$ cat src/rtl/delay_assertion_sched_pkg.sv
// Shared types and helpers for the delayed-implication attempt scheduler.
package delay_assertion_sched_pkg;

  typedef enum logic {
    SLOT_FREE = 1'b0,
    SLOT_BUSY = 1'b1
  } slot_state_e;

  typedef enum logic [1:0] {
    RES_NONE = 2'd0,
    RES_PASS = 2'd1,
    RES_FAIL = 2'd2
  } slot_result_e;

  // Bits needed to hold an attempt age in 0..max_delay.
  function automatic int unsigned age_width(input int unsigned max_delay);
    return $clog2(max_delay + 1);
  endfunction

endpackage

$ cat src/rtl/delay_attempt_slot.sv
// One attempt tracker: FREE/BUSY FSM, age counter and window compare.
module delay_attempt_slot
  import delay_assertion_sched_pkg::*;
#(
  parameter int unsigned MIN_DELAY = 1,
  parameter int unsigned MAX_DELAY = 3
) (
  input  logic         clk,
  input  logic         rst,
  input  logic         alloc,
  input  logic         b,
  output logic         busy,
  output slot_result_e result
);

  localparam int unsigned AGE_W = age_width(MAX_DELAY);
  localparam logic [AGE_W-1:0] MIN_AGE = AGE_W'(MIN_DELAY);
  localparam logic [AGE_W-1:0] MAX_AGE = AGE_W'(MAX_DELAY);

  slot_state_e      state, state_nxt;
  logic [AGE_W-1:0] age, age_nxt;

  always_ff @(posedge clk or posedge rst) begin
    if (rst) begin
      state <= SLOT_FREE;
      age   <= '0;
    end else begin
      state <= state_nxt;
      age   <= age_nxt;
    end
  end

  // Result is resolved combinationally so it is seen at the edge that retires it.
  always_comb begin
    state_nxt = state;
    age_nxt   = age;
    result    = RES_NONE;
    case (state)
      SLOT_FREE: begin
        if (alloc) begin
          state_nxt = SLOT_BUSY;
          age_nxt   = AGE_W'(1);
        end
      end
      SLOT_BUSY: begin
        if ((age >= MIN_AGE) && b) begin
          result    = RES_PASS;
          state_nxt = SLOT_FREE;
          age_nxt   = '0;
        end else if (age == MAX_AGE) begin
          result    = RES_FAIL;
          state_nxt = SLOT_FREE;
          age_nxt   = '0;
        end else begin
          age_nxt = age + AGE_W'(1);
        end
      end
      default: begin
        state_nxt = SLOT_FREE;
        age_nxt   = '0;
      end
    endcase
  end

  assign busy = (state == SLOT_BUSY);

endmodule

$ cat config.mk
export PLATFORM = sky130hd
export DESIGN_NAME = delay_attempt_slot
export DESIGN_NICKNAME = d
export VERILOG_FILES = /design/src/rtl/delay_assertion_sched_pkg.sv /design/src/rtl/delay_attempt_slot.sv
export SDC_FILE = /design/constraint.sdc
export NUM_CORES = 1
export LEC_CHECK = 0
export BUFFER_PORTS_ARGS = -buffer_cell sky130_fd_sc_hd__buf_2
export CAP_MARGIN = 5
export CORE_AREA = 5 5 42 44
export CTS_CLUSTER_DIAMETER = 80
export DETAILED_ROUTE_END_ITERATION = 10
export DIE_AREA = 0 0 47 49
export PLACE_DENSITY = 0.3
export SLEW_MARGIN = 20
export SYNTH_ARGS = -nofsm -noshare
export SYNTH_HDL_FRONTEND = slang
export SYNTH_SLANG_ARGS = --single-unit
$ cat constraint.sdc
create_clock -name clk -period 2.15 [get_ports clk]
set_clock_uncertainty 0.05 [all_clocks]
set_input_delay 0.215 -clock clk [delete_from_list [all_inputs] [get_ports clk]]
set_output_delay 0.215 -clock clk [all_outputs]
set_load 0.02 [all_outputs]
# Word level (Yosys, flattened, before mapping)
# Cells that the tools add are included.
[op_classes]
add_sub_neg = 1
magnitude_cmp = 1
eq_ne = 2
muxes = 11
n_bitwise = 1
n_reduce_logical = 1
[op_table]
columns = ["operator", "n"]
rows = [
  ["$mux W2", 6],
  ["$pmux W2 S2", 1],
  ["$mux W1", 3],
  ["$add A2 B1 Y2 const B", 1],
  ["$eq A2 B2 Y1 const B", 1],
  ["$ge A2 B1 Y1 const B", 1],
  ["$ne A2 B2 Y1 const B", 1],
  ["$pmux W1 S2", 1],
  ["$logic_and A1 B1 Y1", 1],
  ["$not A1 Y1", 1],
]
[word_totals]
ff_bits = 3
in_bits = 4
out_inout_bits = 3

# Longest topological paths before layout
# Gate-level depths: netlist of the first run.
[depth]
word_depth = 4
mapped_depth = 4

# Worst setup path after synthesis of the first run
# No wires, ideal clock.
[synth_path]
path_type = "flip-flop to output port"
from = "register age[0]"
to = "output result[0]"
t_arrival_ps = 1098
setup_slack_ps = 787
stages_incl_launch_ff = 5
path_cell_list = "dfrtp_1 inv_1 ha_1 nor2b_1 and2_1"
[synth_between]
elab_chain_cells = 4
[synth_lines]
columns = ["item", "line_no", "source"]
rows = [
  ["start, declared", "delay_attempt_slot.sv:21", "logic [AGE_W-1:0] age, age_nxt;"],
  ["start signal, assigned", "delay_attempt_slot.sv:29", "age <= age_nxt;"],
  ["$ge A2 B1 Y1", "delay_attempt_slot.sv:46", "if ((age >= MIN_AGE) && b) begin"],
  ["$logic_and A1 B1 Y1", "delay_attempt_slot.sv:46", ""],
  ["$mux W2", "delay_attempt_slot.sv:46", ""],
  ["$mux W2", "delay_attempt_slot.sv:38", "case (state)"],
  ["end, declared", "delay_attempt_slot.sv:13", "output slot_result_e result"],
]
# No other way between the ends.

# Worst setup path in the final report of the first run
# Same ends and word-level chain as after synthesis.

==> flow_metrics.tcl, run 1 <==
set metrics [dict create \
    status "completed" \
    finalPower_mw 0.3681 \
    row_count 14 \
    syn-num-nets 26 \
    ir_drop_mv 0.3167 \
    drtPass1Iterations 2 \
    avgSynthCellArea_um2 9.321 \
    yosysWarnings 0 \
    syn-instance-count 20 \
    fill_cells 165 \
    hold_depth 2 \
    path_clk_slew_ps 30 \
    required_ps 1880 \
    synth_xor_xnor_area_share_pct 0 \
    initial_core_util_pct 13.30 \
    die_x_um 47 \
    clk_latency_ps 230 \
    hold_violations 0 \
    die_area_um2 2303 \
    antenna_found_initial 0 \
    drt-total-wl_um 419 \
    seqCellArea_um2 75.07 \
    drt-initial-drc-count 1 \
    final_net_count 38 \
    layout_commonest_cell "buf_2" \
    overflow 0 \
    core-area_um2 1401 \
    cts_max_level 1 \
    dp_slack_ps 629.1 \
    grt_pass1_vias 173 \
    synthAdderAreaFrac_pct 13.42 \
    reg2reg_depth 4 \
    viasPerCell 3.489 \
    cts_tree "done" \
    setup_violations 0 \
    ys_ff_latch 3 \
    numPortBuffers 6 \
    grt_max_degree 10 \
    cts_setup_buffers 0 \
    dieHeight_um 49 \
    cp_data_arrival_time_ps 1490 \
    critPathKind "register to output port" \
    synth_mux_area_share_pct 0 \
    relSlewSlack_pct 74.68 \
    start_kind "register" \
    place.gp.congestion 0.6028 \
    powerDensity_nw_per_um2 1349 \
    leakage_nw 0.1406 \
    tightest_slew_ps 379.0 \
    syn_to_final_growth_pct 46.31 \
    max_freq_mhz 568.2 \
    synth_area_um2 186.4 \
    multi_input_area_um2 96.34 \
    min_period_ps 1760 \
    grt_pass1_wl_um 662 \
    worstSetupEndpointType "output port" \
    numCtsBuffers 3 \
    vias 164 \
    grt_usage_pct 4.443 \
    io_pins 7 \
    drc_errors 0 \
    yosys.area_share.simple_pct 19.46 \
    cts_root_buffer "clkbuf_4" \
    num_antenna_cells 0 \
    drtAntennaViolNets 0 \
    tns_ps 0 \
    synth-compound-area-share_pct 18.79 \
    critical_path.max_fanout 5 \
    report.final.slew_viol_count 0 \
    wl_per_cell_um 8.915 \
    setup_ws_ps 390.2 \
    maxCapViolCount 0 \
    synth_top_family_by_area "simple AND/OR/NAND/NOR gates" \
    rsz0062_at_grt "no" \
    ys_types 12 \
    ctsLongestPathBuffers 2 \
    drive_gt1_share_pct 32.26 \
    hold_class "input pin to register" \
    mostFrequentLayoutCells "buf_2, inv_1, dfrtp_1, clkbuf_4" \
    clock-sinks 3 \
    fin_crit_sh_pct 81.85 \
    seq_area_frac_synth_pct 40.27 \
]
==> synth_stat cells <==
| cell | count | area (um^2) |
|---|---|---|
| inv_1 | 4 | 15.01 |
| dfrtp_1 | 3 | 75.07 |
| ha_1 | 2 | 25.02 |
| nand2_1 | 2 | 7.510 |
| nand2b_1 | 2 | 12.51 |
| and2_1 | 1 | 6.260 |
| nor2_1 | 1 | 3.750 |
| nor2b_1 | 1 | 6.260 |
| o21bai_1 | 1 | 7.510 |
| o22ai_1 | 1 | 6.260 |
| o31ai_2 | 1 | 12.51 |
| o32ai_1 | 1 | 8.760 |
==> cell type report <==
cell class / instances / area share [%]
multi-input cells: 13 / 35.32
flip-flops and latches: 3 / 27.52
well taps: 16 / 7.339
clock buffers: 4 / 9.633
repair buffers: 7 / 14.68
inverters: 4 / 5.505
==> path summary, 6_finish.rpt <==
| path | from | to | slack [ps] |
|---|---|---|---|
| min reg2reg | age[0] | age[0] | 510 |
| max reg2reg | age[0] | age[1] | 850 |
| max in group asynchronous | rst | age[0] | 1580 |
| max | age[0] | result[0] | 390 |
| min in group asynchronous | rst | busy | 350 |
| min | alloc | age[1] | 160 |
==> sequential cells by signal, indices dropped and copies added, names as in the netlist <==
name	cells
age	2
busy	1
==> stage by stage <==
step / hold slack, ps / util [%] / cell area, um^2 / instances
after floorplan: -81.36 / - / 186.4 / 20
after global placement: 38.26 / 16.88 / 236.5 / 42
after detailed placement: 36.49 / 16.88 / 236.5 / 42
after CTS: 155.6 / 19.46 / 272.8 / 47
after global routing: 170.3 / 19.46 / 272.8 / 47
final: 163.8 / 19.46 / 272.8 / 47
==> worst max-delay path, cell delays in order, from the launching register on <==
cell and delay (ps):
dfrtp_1 370, inv_1 60, ha_1 190, nor2b_1 320, and2_1 170, buf_2 160
==> power by group <==
group	internal (mW)	switching (mW)
Combinational	0.0686	0.0860
Clock	0.0694	0.0268
Sequential	0.0839	0.0334
==> cell families after synthesis <==
family,Yosys count
fa+ha+maj,2
buf+inv,4
compound gates,4
flops,3
simple gates,7
==> routing by layer <==
layer	up-vias	track usage, %	part of all wire (%)
met5	-	0	0
met4	0	6.912	0
met3	0	1.107	8.8
met2	6	5.204	42
met1	72	4.857	48
li1	86	-	-
==> timing repair <==
| action | in CTS | in global routing |
|---|---|---|
| endpoints found under the hold margin | 3 | 0 |
| gates resized for setup | 0 | 0 |
| hold buffers | 1 | 0 |
Power figures use the tool's default switching activity.
==> inputs of run 2 (changes only) <==
--- a/config.mk
+++ b/config.mk
@@ -5,13 +5,14 @@
 export SDC_FILE = /design/constraint.sdc
 export NUM_CORES = 1
 export LEC_CHECK = 0
+export ABC_AREA = 1
 export BUFFER_PORTS_ARGS = -buffer_cell sky130_fd_sc_hd__buf_2
 export CAP_MARGIN = 5
 export CORE_AREA = 5 5 42 44
 export CTS_CLUSTER_DIAMETER = 80
 export DETAILED_ROUTE_END_ITERATION = 10
 export DIE_AREA = 0 0 47 49
-export PLACE_DENSITY = 0.3
+export PLACE_DENSITY = 0.31
 export SLEW_MARGIN = 20
 export SYNTH_ARGS = -nofsm -noshare
 export SYNTH_HDL_FRONTEND = slang
==> constraint.sdc (replaced) <==
create_clock -name clk -period 1.6 [get_ports clk]
set_clock_uncertainty 0.05 [all_clocks]
set_input_delay 0.16 -clock clk [delete_from_list [all_inputs] [get_ports clk]]
set_output_delay 0.16 -clock clk [all_outputs]
set_load 0.02 [all_outputs]
==> run 2 against run 1 <==
Against the previous run: design area stayed put; wire length is 11% lower; synthesized cell count is 25% higher; global-route usage is 0.36 points lower; sequential power is 29% higher; hold slack better by 35 ps; utilization stayed put; power is 34% higher; register-to-register slack worse by 330 ps; die area stayed put; flip-flop and latch count stayed put; critical path type unchanged; largest cell class unchanged; largest power group unchanged; highest routed layer unchanged.
==> flow_metrics.tcl, run 2 <==
set metrics [dict create \
    drc_errors 0 \
    synth_top_area_cell "dfrtp_1" \
    start_kind "register" \
    fill_cells 174 \
    clock-sinks 3 \
    clkPwrFrac_pct 26.1 \
    mostFrequentLayoutCells "buf_2, inv_1, nand2_1" \
    setup_violations 0 \
    syn_to_final_growth_pct 46.31 \
    synth_most_common_cell "inv_1" \
    syn-instance-count 25 \
    setup_ws_ps 130.3 \
    path_clk_slew_ps 30 \
    cp_slowest_cell "dfrtp_1" \
    cts_tree "done" \
    critPathKind "register to output port" \
    leakage_nw 0.1563 \
    drt-total-wl_um 375 \
    io_pins 7 \
    async_flop_share_pct 100.0 \
    max_freq_mhz 680.4 \
    critical_path.max_fanout 4 \
    cts_setup_buffers 0 \
    cp_slowest_stage_delay_ps 370 \
    synth_xor_xnor_area_share_pct 0 \
    p_sw_mw 0.2051 \
    min_period_ps 1470 \
    fin_crit_sh_pct 91.86 \
    ctsLongestPathBuffers 2 \
    wl_per_cell_um 7.212 \
    viasPerCell 3.442 \
    hold_class "input pin to register" \
    critical_path.top_delay_family "buffers and inverters" \
    drtPass1Iterations 2 \
    multi_input_area_um2 85.08 \
    die_x_um 47 \
    hold_violations 0 \
    final_net_count 43 \
    dp_slack_ps 354.2 \
    cp_data_arrival_time_ps 1260 \
    synth_top_area_share_pct 40.27 \
    synth_mux_area_share_pct 0 \
    report.final.slew_viol_count 0 \
    relSlewSlack_pct 87.37 \
    cts_root_buffer "clkbuf_4" \
    numCtsBuffers 3 \
    seq_area_frac_synth_pct 40.27 \
    row_count 14 \
    synth_commonest_cells "inv_1, nand2_1, dfrtp_1" \
    maxCapViolCount 0 \
    switching_share_pct 41.65 \
    place.gp.congestion 0.6742 \
    overflow 0 \
    regMostFlops "age" \
    initial_core_util_pct 13.30 \
    worstSetupEndpointType "output port" \
    synth_ff_type "dfrtp_1" \
    synth.area.top_cells "dfrtp_1, ha_1, inv_1" \
    synth_area_um2 186.4 \
    worst-path-buf-inv 4 \
    die_area_um2 2303 \
    ys_types 12 \
    num_antenna_cells 0 \
    tns_ps 0 \
    ir_drop_mv 0.3989 \
    required_ps 1390 \
    layout_commonest_cell "buf_2" \
    clk_latency_ps 230 \
    grt_max_degree 7 \
    yosysWarnings 0 \
    largest_reg_flops 2 \
    synthAdderAreaFrac_pct 13.42 \
    status "completed" \
    power.internal_mw 0.2874 \
    worstPathCellList "inv_1 > ha_1 > inv_1 > nand3_1 > clkinv_1 > buf_2" \
    vias 179 \
    pwr-share-comb_pct 43.3 \
    grt_pass1_wl_um 607 \
    dieHeight_um 49 \
    cts_max_level 1 \
    antenna_found_initial 0 \
    syn-num-nets 31 \
    synth_top_family_by_area "simple AND/OR/NAND/NOR gates" \
    core-area_um2 1401 \
    r2r_slack_ps 520 \
    seqCellArea_um2 75.07 \
    yosys.area_share.simple_pct 24.16 \
    drive_gt1_share_pct 33.33 \
    avgSynthCellArea_um2 7.457 \
    grt_pass1_vias 165 \
    rsz0062_at_grt "no" \
    numPortBuffers 6 \
    drt-initial-drc-count 1 \
    synth-edff-count 0 \
    drtAntennaViolNets 0 \
    ys_ff_latch 3 \
    ctsResizeCount 0 \
    tightest_slew_ps 189.5 \
    grt_usage_pct 4.087 \
    powerDensity_nw_per_um2 1806 \
    synth-compound-area-share_pct 8.054 \
    pwr-share-seq_pct 30.6 \
    critPathMostFrequentCell "inv_1" \
]
## run 2: changes by cell type after synthesis, sizes merged, moves of 2 or more
| cell | before | now |
|---|---|---|
| inv | 4 | 6 |
| nor2 | 1 | 3 |
| o21ai | 0 | 2 |
| nand3 | 0 | 2 |
| nand2 | 2 | 5 |
| nand2b | 2 | 0 |
## run 2: what timing repair did
| item | in CTS | in global routing |
|---|---|---|
| hold buffers | 1 | 0 |
| hold endpoints to repair | 3 | 0 |
| setup endpoints to repair | 0 | 0 |
## run 2: area by class of cell
class                      instances  share of cell area, %
clock buffer                       4                  9.633
inverter                           7                  9.633
tap                               16                  7.339
timing repair buffer               7                  14.68
multi-input combinational         15                  31.19
sequential                         3                  27.52
## run 2: routing by layer
metal  track usage (%)  vias to the layer above  wire length, um  share of wire, %
met4             4.147                        0                0                 0
li1                  -                       97                -                 -
met5                 0                        -                0                 0
met3             3.321                        0               64                17
met2             4.751                        6              157                42
met1             4.185                       76              152                41
## run 2: final timing paths
check	endpoint	cells after the start	from
min in group asynchronous	busy	3	rst
hold reg to reg	age[0]	2	age[0]
setup reg to reg	age[0]	6	age[0]
hold / removal	age[1]	4	alloc
max in group asynchronous	age[1]	3	rst
setup / recovery	result[0]	6	age[0]
## run 2: power by group through the flow
stage          Combinational (mW)  Clock, mW  Sequential (mW)
3_3_place_gp                0.220          0            0.154
3_5_place_dp                0.218          0            0.153
2_1_floorplan               0.146          0            0.161
6_report                    0.213      0.129            0.151
5_1_grt                     0.250      0.146            0.158
4_1_cts                     0.221      0.137            0.152
## run 2: per-stage QoR
step	util (%)	hold WS [ps]	cells	area [um^2]	power, mW
global route	19.46	231.6	52	272.8	0.5536
global placement	16.88	-22.70	47	236.5	0.3738
finish	19.46	198.9	52	272.8	0.4926
CTS	19.46	202.7	52	272.8	0.5090
detailed placement	16.88	-17.96	47	236.5	0.3708
floorplan	-	-136.4	25	186.4	0.3070
## run 2: cells by family after synthesis
kind of cell,Yosys count
compound gates,3
fa+ha+maj,2
buf+inv,7
flops,3
simple gates,10
## run 2: worst min-delay path, stage by stage
cell	delay (ps)
buf_2	70
inv_1	40
nand2_2	70
o21ai_0	80
==> inputs of run 3 (changes only) <==
--- a/config.mk
+++ b/config.mk
@@ -12,7 +12,7 @@
 export CTS_CLUSTER_DIAMETER = 80
 export DETAILED_ROUTE_END_ITERATION = 10
 export DIE_AREA = 0 0 47 49
-export PLACE_DENSITY = 0.31
+export PLACE_DENSITY_LB_ADDON = 0.2
 export SLEW_MARGIN = 20
 export SYNTH_ARGS = -nofsm -noshare
 export SYNTH_HDL_FRONTEND = slang
==> run 3 against run 2 <==
Against the previous run: die area stayed put; final cell count stayed put; critical endpoint unchanged; largest cell class unchanged; largest power group unchanged; sequential power is essentially flat; register-to-register slack got worse by 30 ps; clock power barely moved; flip-flop and latch count stayed put; worst setup slack lost 20 ps; utilization rose by 0.18 points; non-clock buffer count stayed put; critical path depth stayed put.
==> flow_metrics.tcl, run 3 (same netlist as run 2, synthesis figures left out) <==
set metrics [dict create \
    core-area_um2 1401 \
    largest_reg_flops 2 \
    instances_no_fill 52 \
    grt_max_degree 7 \
    relSlewSlack_pct 87.44 \
    place.gp.congestion 0.5977 \
    numCtsBuffers 3 \
    place_hpwl_um 335.6 \
    worstSetupEndpointType "output port" \
    drt-initial-drc-count 0 \
    fill_cells 173 \
    drc_errors 0 \
    grt_pass1_wl_um 765 \
    drtAntennaViolNets 0 \
    multi_input_area_um2 85.08 \
    path_clk_slew_ps 40 \
    num_antenna_cells 0 \
    cts_tree "done" \
    mostFrequentLayoutCells "inv_1, buf_2, nand2_1" \
    dieHeight_um 49 \
    wl_per_cell_um 8.269 \
    hold_class "input pin to register" \
    pwr-share-comb_pct 44.1 \
    ctsLongestPathBuffers 2 \
    clkPwrFrac_pct 25.8 \
    start_kind "register" \
    cp_data_arrival_time_ps 1280 \
    p_sw_mw 0.2156 \
    powerDensity_nw_per_um2 1850 \
    power.internal_mw 0.2937 \
    drive_gt1_share_pct 33.33 \
    syn_to_final_growth_pct 47.65 \
    cts_max_level 1 \
    regMostFlops "age" \
    max_freq_mhz 671.4 \
    io_pins 7 \
    drt-total-wl_um 430 \
    row_count 14 \
    finish.utilization_pct 19.64 \
    clk_latency_ps 230 \
    place_inst 47 \
    viasPerCell 3.365 \
    initial_core_util_pct 13.30 \
    grt_pass1_vias 210 \
    setup_violations 0 \
    required_ps 1390 \
    drtPass1Iterations 1 \
    r2r_slack_ps 490 \
    report.final.slew_viol_count 0 \
    overflow 0 \
    ir_drop_mv 0.4222 \
    critical_path.max_fanout 4 \
    leakage_nw 0.1565 \
    final_net_count 43 \
    vias 175 \
    maxCapViolCount 0 \
    pwr-share-seq_pct 30.1 \
    die_area_um2 2303 \
    critPathKind "register to output port" \
    min_period_ps 1489 \
    seqCellArea_um2 75.07 \
    antenna_found_initial 0 \
    grt_usage_pct 4.799 \
    die_x_um 47 \
    numPortBuffers 6 \
    status "completed" \
    tightest_slew_ps 188.4 \
    switching_share_pct 42.33 \
    cts_root_buffer "clkbuf_4" \
    clock-sinks 3 \
    fin_crit_sh_pct 93.09 \
    hold_violations 0 \
]
==> run 3: cell count changes in the layout (fill, tap and decap cells not counted) <==
cell   change
buf_2      -1
buf_4      +1
==> run 3: metrics by stage <==
stage	TNS, ps	hold slack [ps]	cell area [um^2]	power (mW)	worst slack, ps
floorplan	0	-136.4	186.4	0.3070	426.3
global placement	0	-18.23	236.5	0.3740	341.4
detailed placement	0	-19.65	236.5	0.3782	337.8
CTS	0	202.1	272.8	0.5213	80.88
global route	-12.23	234.0	275.3	0.5769	-12.23
finish	0	198.9	275.3	0.5092	110.6
==> run 3: final timing paths <==
kind,depth (start not counted),to,start
max reg2reg,6,age[0],age[0]
max,6,result[0],age[0]
max in group asynchronous,3,age[0],rst
min,4,age[1],alloc
min in group asynchronous,3,busy,rst
min reg2reg,2,age[1],age[1]
==> run 3: final cells by class <==
class	instances	share of cell area (%)
timing repair buffer	7	15.45
inverter	7	9.545
sequential	3	27.27
tap	16	7.273
multi-input combinational	15	30.91
clock buffer	4	9.545
==> run 3: worst max-delay path, cell delays in order, from the launching register on <==
cell      delay (ps)
dfrtp_1          390
inv_1             60
ha_1             190
inv_1             80
nand3_1          100
clkinv_1          90
buf_4            140
==> run 3: power by group through the flow <==
stage	sequential (mW)	clock, mW	combinational, mW
after CTS	0.154	0.142	0.225
after detailed placement	0.155	0	0.223
after floorplan	0.161	0	0.146
final	0.153	0.131	0.224
after global placement	0.155	0	0.219
after global routing	0.160	0.144	0.272
==> run 3: what timing repair did <==
action	CTS	global route
hold buffers	1	0
buffers inserted	0	0
endpoints found under the setup margin	0	1
endpoints found under the hold margin	3	0
gates resized for setup	0	1
==> run 3: layer usage <==
metal  up-vias  part of all wire (%)  GRT usage [%]
met5         -                     0              0
met3         0                    11          1.107
met4         0                     0          5.530
met2         6                    43          5.656
met1        74                    46          6.195
li1         95                     -              -
